File: config.mk
export PLATFORM = sky130hd
export DESIGN_NAME = dpram_rr_arbiter
export DESIGN_NICKNAME = d
export VERILOG_FILES = /design/src/rtl/dpram_arb_pkg.sv /design/src/rtl/dpram_rr_arbiter_rr_pick.sv /design/src/rtl/dpram_rr_arbiter.sv
export SDC_FILE = /design/constraint.sdc
export NUM_CORES = 1
export LEC_CHECK = 0
export BUFFER_PORTS_ARGS = -buffer_cell sky130_fd_sc_hd__buf_2
export CAP_MARGIN = 20
export CORE_MARGIN = 10
export CORE_UTILIZATION = 30
export CTS_CLUSTER_SIZE = 25
export DETAILED_ROUTE_END_ITERATION = 12
export GPL_TIMING_DRIVEN = 0
export PLACE_DENSITY = 0.62
export SLEW_MARGIN = 30
export SYNTH_ARGS = -nofsm -noshare
export SYNTH_HDL_FRONTEND = slang
export SYNTH_SLANG_ARGS = --single-unit
File: constraint.sdc
create_clock -name clk -period 23.8 [get_ports clk]
set_input_delay 7.14 -clock clk [delete_from_list [all_inputs] [get_ports clk]]
set_output_delay 7.14 -clock clk [all_outputs]
set_load 0.02 [all_outputs]
File: src/rtl/dpram_arb_pkg.sv
// Shared types and helpers for the dual-port RAM round-robin arbiter.
// Read-ownership tracking is sized for the largest supported requester count.
package dpram_arb_pkg;

    localparam int MAX_REQ = 8;
    localparam int IDX_W   = $clog2(MAX_REQ);

    typedef enum logic {
        PORT_A = 1'b0,
        PORT_B = 1'b1
    } port_sel_e;

    typedef struct packed {
        logic             vld;
        logic [IDX_W-1:0] own;
    } rd_track_t;

    function automatic int wrap_inc(input int i, input int n);
        return (i + 1) % n;
    endfunction

endpackage

File: src/rtl/dpram_rr_arbiter_rr_pick.sv
// Circular find-first: returns the first set bit of req scanning start, start+1, ...
// wrapping modulo N.
module rr_pick #(
    parameter  int N  = 4,
    localparam int IW = $clog2(N)
) (
    input  logic [N-1:0]  req,
    input  logic [IW-1:0] start,
    output logic          found,
    output logic [IW-1:0] idx
);

    logic [IW-1:0] cand;

    // NOTE: every variable gets a default before the loop so no path leaves it unassigned (no latch).
    always_comb begin
        found = 1'b0;
        idx   = '0;
        cand  = '0;
        for (int k = 0; k < N; k++) begin
            cand = IW'((int'(start) + k) % N);
            if (!found && req[cand]) begin
                found = 1'b1;
                idx   = cand;
            end
        end
    end

endmodule

File: src/rtl/dpram_rr_arbiter.sv
// Round-robin arbiter sharing a read-first dual-port RAM among NUM_REQ requesters,
// granting up to one request per RAM port per cycle and routing read data back.
module dpram_rr_arbiter
    import dpram_arb_pkg::*;
#(
    parameter  int NUM_REQ = 4,
    parameter  int DEPTH   = 8,
    parameter  int WIDTH   = 8,
    localparam int AW      = $clog2(DEPTH),
    localparam int IW      = $clog2(NUM_REQ)
) (
    input  logic                     clk,
    input  logic                     rst_n,
    input  logic [NUM_REQ-1:0]       req_valid,
    input  logic [NUM_REQ-1:0]       req_we,
    input  logic [NUM_REQ*AW-1:0]    req_addr,
    input  logic [NUM_REQ*WIDTH-1:0] req_wdata,
    output logic [NUM_REQ-1:0]       req_ready,
    output logic [NUM_REQ-1:0]       rsp_valid,
    output logic [NUM_REQ*WIDTH-1:0] rsp_rdata,
    output logic                     ram_w_en_a,
    output logic                     ram_w_en_b,
    output logic [AW-1:0]            ram_addr_a,
    output logic [AW-1:0]            ram_addr_b,
    output logic [WIDTH-1:0]         ram_data_in_a,
    output logic [WIDTH-1:0]         ram_data_in_b,
    input  logic [WIDTH-1:0]         ram_data_out_a,
    input  logic [WIDTH-1:0]         ram_data_out_b
);

    logic [AW-1:0]      addr_arr  [NUM_REQ];
    logic [WIDTH-1:0]   wdata_arr [NUM_REQ];
    logic [IW-1:0]      rr_ptr;
    logic [IW-1:0]      idx_a, idx_b, start_b;
    logic               found_a, found_b;
    logic [NUM_REQ-1:0] mask_b;
    rd_track_t          trk_a, trk_b;

    always_comb begin
        for (int i = 0; i < NUM_REQ; i++) begin
            addr_arr[i]  = req_addr[i*AW +: AW];
            wdata_arr[i] = req_wdata[i*WIDTH +: WIDTH];
        end
    end

    rr_pick #(.N(NUM_REQ)) u_pick_a (
        .req   (req_valid),
        .start (rr_ptr),
        .found (found_a),
        .idx   (idx_a)
    );

    assign start_b = IW'(wrap_inc(int'(idx_a), NUM_REQ));

    // Port B may not touch Pick 1's address unless both accesses are reads.
    always_comb begin
        mask_b = '0;
        for (int i = 0; i < NUM_REQ; i++) begin
            mask_b[i] = found_a && req_valid[i] && (IW'(i) != idx_a) &&
                        !((addr_arr[i] == addr_arr[idx_a]) && (req_we[i] || req_we[idx_a]));
        end
    end

    rr_pick #(.N(NUM_REQ)) u_pick_b (
        .req   (mask_b),
        .start (start_b),
        .found (found_b),
        .idx   (idx_b)
    );

    // Grants and RAM controls are forced idle while reset is asserted.
    always_comb begin
        req_ready     = '0;
        ram_w_en_a    = 1'b0;
        ram_addr_a    = '0;
        ram_data_in_a = '0;
        ram_w_en_b    = 1'b0;
        ram_addr_b    = '0;
        ram_data_in_b = '0;
        if (rst_n) begin
            if (found_a) begin
                req_ready[idx_a] = 1'b1;
                ram_w_en_a       = req_we[idx_a];
                ram_addr_a       = addr_arr[idx_a];
                if (req_we[idx_a]) ram_data_in_a = wdata_arr[idx_a];
            end
            if (found_b) begin
                req_ready[idx_b] = 1'b1;
                ram_w_en_b       = req_we[idx_b];
                ram_addr_b       = addr_arr[idx_b];
                if (req_we[idx_b]) ram_data_in_b = wdata_arr[idx_b];
            end
        end
    end

    // NOTE: sequential state uses non-blocking assignments so all registers update from pre-edge values.
    always_ff @(posedge clk or negedge rst_n) begin
        if (!rst_n) begin
            rr_ptr <= '0;
            trk_a  <= '0;
            trk_b  <= '0;
        end else begin
            trk_a.vld <= found_a && !req_we[idx_a];
            trk_a.own <= IDX_W'(idx_a);
            trk_b.vld <= found_b && !req_we[idx_b];
            trk_b.own <= IDX_W'(idx_b);
            if (found_b)      rr_ptr <= IW'(wrap_inc(int'(idx_b), NUM_REQ));
            else if (found_a) rr_ptr <= start_b;
        end
    end

    always_comb begin
        rsp_valid = '0;
        rsp_rdata = '0;
        for (int i = 0; i < NUM_REQ; i++) begin
            if (trk_a.vld && (trk_a.own == IDX_W'(i))) begin
                rsp_valid[i]                 = 1'b1;
                rsp_rdata[i*WIDTH +: WIDTH] = ram_data_out_a;
            end else if (trk_b.vld && (trk_b.own == IDX_W'(i))) begin
                rsp_valid[i]                 = 1'b1;
                rsp_rdata[i*WIDTH +: WIDTH] = ram_data_out_b;
            end
        end
    end

endmodule

# Word level (Yosys, flattened, before mapping)
# Index checks and enable logic that the tools add are counted.
[totals]
out_inout_bits = 64
input_bits = 70
reg_bits = 8
elab_cells = 185
[classes]
n_bitwise = 3
eq_ne = 13
mux = 88
n_addsub = 8
n_reduce_logical = 54
n_lt_le_gt_ge = 14
[op_table]
columns = ["op", "n"]
rows = [
  ["two-way mux 8 bit", 18],
  ["logical AND 1 bit", 34],
  ["binary-select mux 8 bit (select 2 bit)", 2],
  ["two-way mux 1 bit", 32],
  ["less-than comparator 2 x 3 -> 1 bit, second input constant", 10],
  ["two-way mux 3 bit", 8],
  ["binary-select mux 1 bit (select 2 bit)", 10],
  ["two-way mux 2 bit", 10],
  ["two-way mux 4 bit", 4],
  ["binary-select mux 3 bit (select 2 bit)", 2],
  ["equality test 3 bit", 4],
  ["zero test 1 bit", 12],
  ["adder 2 x 1 -> 2 bit, second input constant", 4],
  ["adder 2 bit, second input constant", 4],
  ["equality test 2 bit, second input constant", 4],
  [">= comparator 3 bit, second input constant", 2],
  ["zero test 3 bit", 2],
  ["inverter 2 -> 3 bit", 2],
  ["demux 1 bit (select 2 bit)", 2],
  ["equality test 2 x 1 -> 1 bit, second input constant", 2],
  [">= comparator 2 x 1 -> 1 bit, second input constant", 2],
  ["logical OR 1 bit", 4],
  ["inequality test 2 bit, first input constant", 2],
  ["bitwise OR 4 bit", 1],
  ["other kinds (2)", 3],
]

# Depth between registers and ports, before layout
[logic_depth]
depth_word = 39
mapped_depth = 18
ltp_nobuf = 13

# Cells and area by module
# A second synthesis with hierarchy kept.
[unflattened]
hier_cells = 246
hier_area_um2 = 2234.6
[by_module_without_submodules]
columns = ["mod", "area_each_um2", "seq_area_each_um2", "cells_each", "instances"]
rows = [
  ["dpram_rr_arbiter", 2079.5, 200.2, 216, 1],
  ["rr_pick", 77.6, 0.0, 15, 2],
]

# Worst setup path after synthesis
# No wires, ideal clock.
[synth_path]
kind = "input-to-output"
startpoint = "input port req_valid[2]"
endpoint = "output port ram_addr_b[1]"
setup_slack_ns = 6.379
required_ns = 16.660
arrival_ns = 10.281
cell_stages = 15
path_buffers = 6
path_cell_list = "mux2i_1 -> nor2_2 -> nor3_4 -> buf_2 -> clkbuf_1 -> clkbuf_1 -> ha_1 -> clkbuf_1 -> o311ai_1 -> a211oi_2 -> buf_4 -> nor3_2 -> buf_4 -> mux2i_1 -> o22ai_1"
[synth_via]
elab_chain_cells = 38
elab_cells_between_ends = 92
classes_between = "add/sub: 4; eq/ne: 7; mux: 42; bitwise: 2; reduce/logical: 37"
[synth_lines]
columns = ["element", "line", "rtl"]
rows = [
  ["start: declaration", "dpram_rr_arbiter.sv:14", "input logic [NUM_REQ-1:0] req_valid,"],
  ["binary-select mux 1 bit (select 2 bit)", "dpram_rr_arbiter_rr_pick.sv:22", "if (!found && req[cand]) begin"],
  ["two-way mux 1 bit (implied by the code)", "dpram_rr_arbiter_rr_pick.sv:22", ""],
  ["two-way mux 1 bit", "dpram_rr_arbiter_rr_pick.sv:22", ""],
  ["zero test 1 bit", "dpram_rr_arbiter_rr_pick.sv:22", ""],
  ["logical AND 1 bit", "dpram_rr_arbiter_rr_pick.sv:22", ""],
  ["two-way mux 1 bit", "dpram_rr_arbiter_rr_pick.sv:22", ""],
  ["zero test 1 bit", "dpram_rr_arbiter_rr_pick.sv:22", ""],
  ["logical AND 1 bit", "dpram_rr_arbiter_rr_pick.sv:22", ""],
  ["[4 not listed]", "--", ""],
  ["via idx_a[0]", "dpram_rr_arbiter.sv:34", "logic [IW-1:0] idx_a, idx_b, start_b;"],
  ["[18 not listed]", "--", ""],
  ["logical AND 1 bit", "dpram_rr_arbiter_rr_pick.sv:22", ""],
  ["two-way mux 2 bit (*)", "dpram_rr_arbiter_rr_pick.sv:22", ""],
  ["via idx_b[1]", "dpram_rr_arbiter.sv:34", ""],
  ["inverter 2 -> 3 bit (implied by the code) (*)", "dpram_rr_arbiter.sv:90", "ram_addr_b = addr_arr[idx_b];"],
  ["binary-select mux 3 bit (select 2 bit) (*)", "dpram_rr_arbiter.sv:90", ""],
  ["two-way mux 3 bit (implied by the code) (*) (2 in a row)", "dpram_rr_arbiter.sv:90", ""],
  ["two-way mux 3 bit (*)", "dpram_rr_arbiter.sv:87", "if (found_b) begin"],
  ["two-way mux 3 bit (*)", "dpram_rr_arbiter.sv:80", "if (rst_n) begin"],
  ["end: declaration", "dpram_rr_arbiter.sv:24", "output logic [AW-1:0] ram_addr_b,"],
]
# The timed path passes the listed nets; every way through them passes the cells marked *. The select of a mux whose other input is x is not followed.

# Worst setup path after layout
[layout_path]
startpoint = "input port req_valid[2]"
endpoint = "output port req_ready[1]"
[layout_via]
elab_chain_cells = 39
elab_cells_between_ends = 101
classes_between = "add/sub: 4; order compare: 4; eq/ne: 7; mux: 45; bitwise: 2; reduce/logical: 39"
[layout_lines]
columns = ["element", "line", "rtl"]
rows = [
  ["binary-select mux 1 bit (select 2 bit)", "dpram_rr_arbiter_rr_pick.sv:22", ""],
  ["two-way mux 1 bit (implied by the code)", "dpram_rr_arbiter_rr_pick.sv:22", ""],
  ["two-way mux 1 bit", "dpram_rr_arbiter_rr_pick.sv:22", ""],
  ["zero test 1 bit", "dpram_rr_arbiter_rr_pick.sv:22", ""],
  ["logical AND 1 bit", "dpram_rr_arbiter_rr_pick.sv:22", ""],
  ["two-way mux 1 bit", "dpram_rr_arbiter_rr_pick.sv:22", ""],
  ["zero test 1 bit", "dpram_rr_arbiter_rr_pick.sv:22", ""],
  ["logical AND 1 bit", "dpram_rr_arbiter_rr_pick.sv:22", ""],
  ["[4 not listed]", "--", ""],
  ["via idx_a[0]", "dpram_rr_arbiter.sv:34", ""],
  ["[20 not listed]", "--", ""],
  ["via idx_b[1]", "dpram_rr_arbiter.sv:34", ""],
  ["less-than comparator 2 x 3 -> 1 bit (implied by the code) or >= comparator 2 x 1 -> 1 bit (tied branches)", "dpram_rr_arbiter.sv:88", "req_ready[idx_b] = 1'b1;"],
  ["logical AND 1 bit (implied by the code)", "dpram_rr_arbiter.sv:88", ""],
  ["two-way mux 1 bit (implied by the code)", "dpram_rr_arbiter.sv:88", ""],
  ["demux 1 bit (select 2 bit) (*)", "dpram_rr_arbiter.sv:88", ""],
  ["bitwise OR 4 bit (no source line) (*)", "--", ""],
  ["two-way mux 4 bit (*)", "dpram_rr_arbiter.sv:87", ""],
  ["two-way mux 4 bit (*)", "dpram_rr_arbiter.sv:80", ""],
  ["end: declaration", "dpram_rr_arbiter.sv:18", "output logic [NUM_REQ-1:0] req_ready,"],
]
# Marks and branches as above.

==> results.md <==
Status:
- The run finished with clean final reports.

Clocking:
- TritonCTS built the clock tree.
- The hold buffer count at cts is 0.
- The number of H-tree levels is 1.
- The buffer levels on the longest clock path is 2.
- The cell at the root of the clock tree is sky130_fd_sc_hd__clkbuf_8.
- After clock tree synthesis, the repair step resized 0 gates.
- TritonCTS created 3 clock buffers.
- The clock reaches the later pin of the worst-skew pair after 0.23 ns.
- The total clock sinks is 8.
- The post-CTS setup buffer count is 0.
- Clock-pin slew was measured on the worst setup and hold paths at 0.04 ns.

Final layout:
- The final net count is 609.
- The share of post-route cells with drive strength above 1 is 31.4%.
- The total inserted antenna cells is 0.
- Leaving out fill and tap cells, the most frequent cells in the layout are 133 x sky130_fd_sc_hd__buf_2, 63 x sky130_fd_sc_hd__nand2_1, 37 x sky130_fd_sc_hd__a22o_1.
- Fill cells in the final layout number 953.
- The growth of design area from synthesis to finish is 30.2%.
- The library cell used most frequently in the layout, excluding fill and tap cells, is sky130_fd_sc_hd__buf_2.

GRT:
- After global routing the overflow that remains totals 0.
- The routing usage on met3 is 4.70%.
- The fraction of met2 tracks used by global routing is 28.0%.
- The first global-routing pass estimated 18.6 mm of wire.
- The maximum number of pins on one net before global-route repair is 13.
- Across every metal layer, demand over resource in global routing totals 16.3%.
- The initial antenna violation count is 0.
- After global routing, the most crowded layer is met2.
- The via count of the first global-routing pass is 3715.
- The global routing met1 resource utilization is 20.2%.

Floorplanning:
- The region available for standard cell placement spans 0.00881 sq mm.
- The floorplan die area is 0.0134 sq mm.
- The floorplan has 34 rows.
- 134 I/O pins were placed.
- The floorplan step set the die height to 116 um.
- The initial core utilization is 31.1%.
- The die is 116 um wide.

Logic synthesis:
- The simple-gate share of the synthesized area is 30.3%.
- The area share of fa/ha/maj cells after synthesis is 3.65%.
- The net count after synthesis is 476.
- Among all flip-flop cells after synthesis, the most frequent one is sky130_fd_sc_hd__dfrtp_1.
- The share of flip-flops with an asynchronous set or reset is 100%.
- The complex-gate fraction of the synthesized area is 43.2%.
- After synthesis, the largest family of logic cells by area is compound AO/OA/AOI/OAI gates.
- Yosys mapped the design onto 72 distinct sky130hd cell types.
- The xor and xnor area share after synthesis is 2.24%.
- The synthesized design contains 0 enable-type register cells.
- After technology mapping, the gate count stands at 398.
- Of the post-synthesis cell area, the part taken by muxes is 4.11%.
- The number of synthesized register bits is 8.
- The share of synthesized area occupied by flip-flops and latches is 7.30%.
- The total standard cell area after synthesis is 0.00274 sq mm.
- The number of synthesis warnings is 0.
- The per-instance average area after synthesis is 6.89 sq um.

Detailed routing:
- The via density per instance is 5.82.
- The wire length reported by the detailed router is 11.9 mm.
- The number of remaining DRC errors is 0.
- The residual antenna-violating net count after detailed routing is 0.
- The total via count after detailed routing is 3705.
- After detailed routing, the average wire length per cell comes to 18.6 um.
- The number of detailed-route iterations in the first pass is 5.
- The violation count after the first detailed-routing iteration is 394.

Timing:
- The number of hold violations in the final report came to 0.
- The clock period minus worst slack is 18.43 ns.
- The fraction of the cycle the final worst path needs is 77.5%.
- On the final layout, the worst clock skew is 0.00587 ns.
- The worst path meets setup with 5.37 ns of slack.
- Headroom to the max-slew limit came out at 49.2%.
- Derived from the worst setup path, the maximum achievable clock frequency is 0.0542 GHz.
- Setup repair after global routing left no endpoint under its margin.
- Setup violations remaining at the end of the flow were counted as 0.
- The total count of max-transition violations in the final report is 0.
- For the pin with the worst max-slew slack, the measured transition is 0.752 ns.
- Adding up every negative setup slack in the final design gives 0 ns.

Power and ir drop:
- The areal power density over the cells is 115 mW/mm^2.
- IR analysis of the VDD net gives a maximum drop of 58.0 uV.
- In this run the static leakage power is 1.76 nW.

Place:
- The final weighted congestion in routability-driven placement is 0.892.
- The count of buffers inserted at the top-level ports is 128.
- After legalization and detailed placement, the total HPWL measured 9.46 mm.
- OpenSTA, run right after detailed placement, puts the worst setup slack at 5.41 ns.

Setup path:
- The critical path goes through buf_2, mux2i_1, nor2_2, nor3_4, buf_2, clkbuf_1, clkbuf_1, ha_1, clkbuf_1, o311ai_1, a211oi_2, buf_4, nor3_2, buf_4, inv_1, ha_1, a22o_1, buf_2.
- The critical path endpoint category is an output port.
- The peak fanout along the critical path is 12.
- The largest stage delay on the critical path is 0.54 ns.
- Data arrives at the worst endpoint at 11.29 ns.
- The cell with the largest stage delay on the worst path is sky130_fd_sc_hd__clkbuf_1.
- The kind of critical path is in2out.
- The critical path data required time is 16.66 ns.
- The kind of start point of the critical path is an input pin.

Job:
- The total of max-cap violations is 0.

Worst hold path:
- The class of the worst hold path is reg2reg.
[cell type report]
class / count / area [sq um] / area share (%)
multi-input cells: 332 / 2300 / 64.5
repair buffers: 128 / 641 / 17.9
flip-flops and latches: 8 / 200 / 5.61
plain buffers: 31 / 150 / 4.21
well taps: 108 / 135 / 3.79
inverters: 27 / 101 / 2.84
clock buffers: 3 / 41.3 / 1.16
[worst max-delay path: cells and delay by family]
family,cells,cell delay (ns)
adders and majority gates,2,0.52
muxes,1,0.20
AOI/OAI and AO/OA,3,0.54
buffers and inverters,9,2.25
and+or+nand+nor,3,0.62
[registers in the layout, summed over array words and instances (netlist names)]
name    count
rr_ptr      2
trk_a       3
trk_b       3
[through the flow]
stage | util, % | area, sq um | hold WS (ns) | std cells | total power [mW]
after global routing | 40.5 | 3570 | 0.792 | 637 | 0.443
after CTS | 40.5 | 3560 | 0.728 | 637 | 0.409
after floorplan | - | 2740 | 0.652 | 398 | 0.285
after global placement | 40.0 | 3520 | 0.713 | 634 | 0.386
final | 40.5 | 3570 | 0.746 | 637 | 0.411
after detailed placement | 40.0 | 3520 | 0.716 | 634 | 0.391
[kinds of logic (layout without fill, tap and decap cells)]
| family | count (synthesis) | count (layout) |
|---|---|---|
| fa+ha+maj | 8 | 8 |
| buf+inv | 58 | 189 |
| simple gates | 162 | 162 |
| compound gates | 144 | 144 |
| mux | 11 | 11 |
| xor+xnor | 7 | 7 |
| flops | 8 | 8 |
[cells in the mapped netlist (4+ instances only)]
library cell	n	area, sq um
sky130_fd_sc_hd__a31oi_1	12	75.1
sky130_fd_sc_hd__clkbuf_1	18	67.6
sky130_fd_sc_hd__xor2_1	4	35.0
sky130_fd_sc_hd__a21oi_1	8	40.0
sky130_fd_sc_hd__and2_1	5	31.3
sky130_fd_sc_hd__nor2_1	18	67.6
sky130_fd_sc_hd__nand2b_1	13	81.3
sky130_fd_sc_hd__dfrtp_1	8	200
sky130_fd_sc_hd__nand4_1	6	37.5
sky130_fd_sc_hd__buf_2	5	25.0
sky130_fd_sc_hd__o21ai_0	12	60.1
sky130_fd_sc_hd__nand3_1	15	75.1
sky130_fd_sc_hd__nand2_1	63	236
sky130_fd_sc_hd__o221ai_1	7	61.3
sky130_fd_sc_hd__mux2i_1	9	90.1
sky130_fd_sc_hd__nor3_1	4	20.0
sky130_fd_sc_hd__ha_1	8	100
sky130_fd_sc_hd__a311oi_1	14	123
sky130_fd_sc_hd__and3_1	12	75.1
sky130_fd_sc_hd__o31ai_1	4	30.0
sky130_fd_sc_hd__nor4_1	7	43.8
sky130_fd_sc_hd__a22o_1	37	324
sky130_fd_sc_hd__o2111ai_1	7	61.3
sky130_fd_sc_hd__o22ai_1	5	31.3
sky130_fd_sc_hd__o31a_1	4	35.0
sky130_fd_sc_hd__inv_1	25	93.8
[per-layer routing]
| metal | routed length [um] | part of all wire [%] |
|---|---|---|
| met5 | 0 | 0 |
| met4 | 70 | 0.59 |
| met3 | 1190 | 10 |
| met2 | 5380 | 45 |
| met1 | 5220 | 44 |
[power by group]
group / leakage [nW] / internal (mW) / switching [mW]
sequential: 0.0954 / 0.0207 / 0.00746
combinational: 1.64 / 0.129 / 0.238
clock: 0.0216 / 0.0109 / 0.00522
total: 1.76 / 0.161 / 0.250
[path summary, 6_finish.rpt]
check	start	end	slack, ns	cells past startpoint
max reg2reg	rr_ptr[1]$_DFFE_PN0P_	rr_ptr[1]$_DFFE_PN0P_	19.18	15
max	req_valid[2]	req_ready[1]	5.37	18
min	rr_ptr[0]$_DFFE_PN0P_	rr_ptr[0]$_DFFE_PN0P_	0.75	2
max in group asynchronous	rst_n	trk_b[0]$_DFF_PN0_	16.84	1
min in group asynchronous	rst_n	rr_ptr[1]$_DFFE_PN0P_	6.76	1
min reg2reg	rr_ptr[0]$_DFFE_PN0P_	rr_ptr[0]$_DFFE_PN0P_	0.75	2
Power figures use the tool's default switching activity.
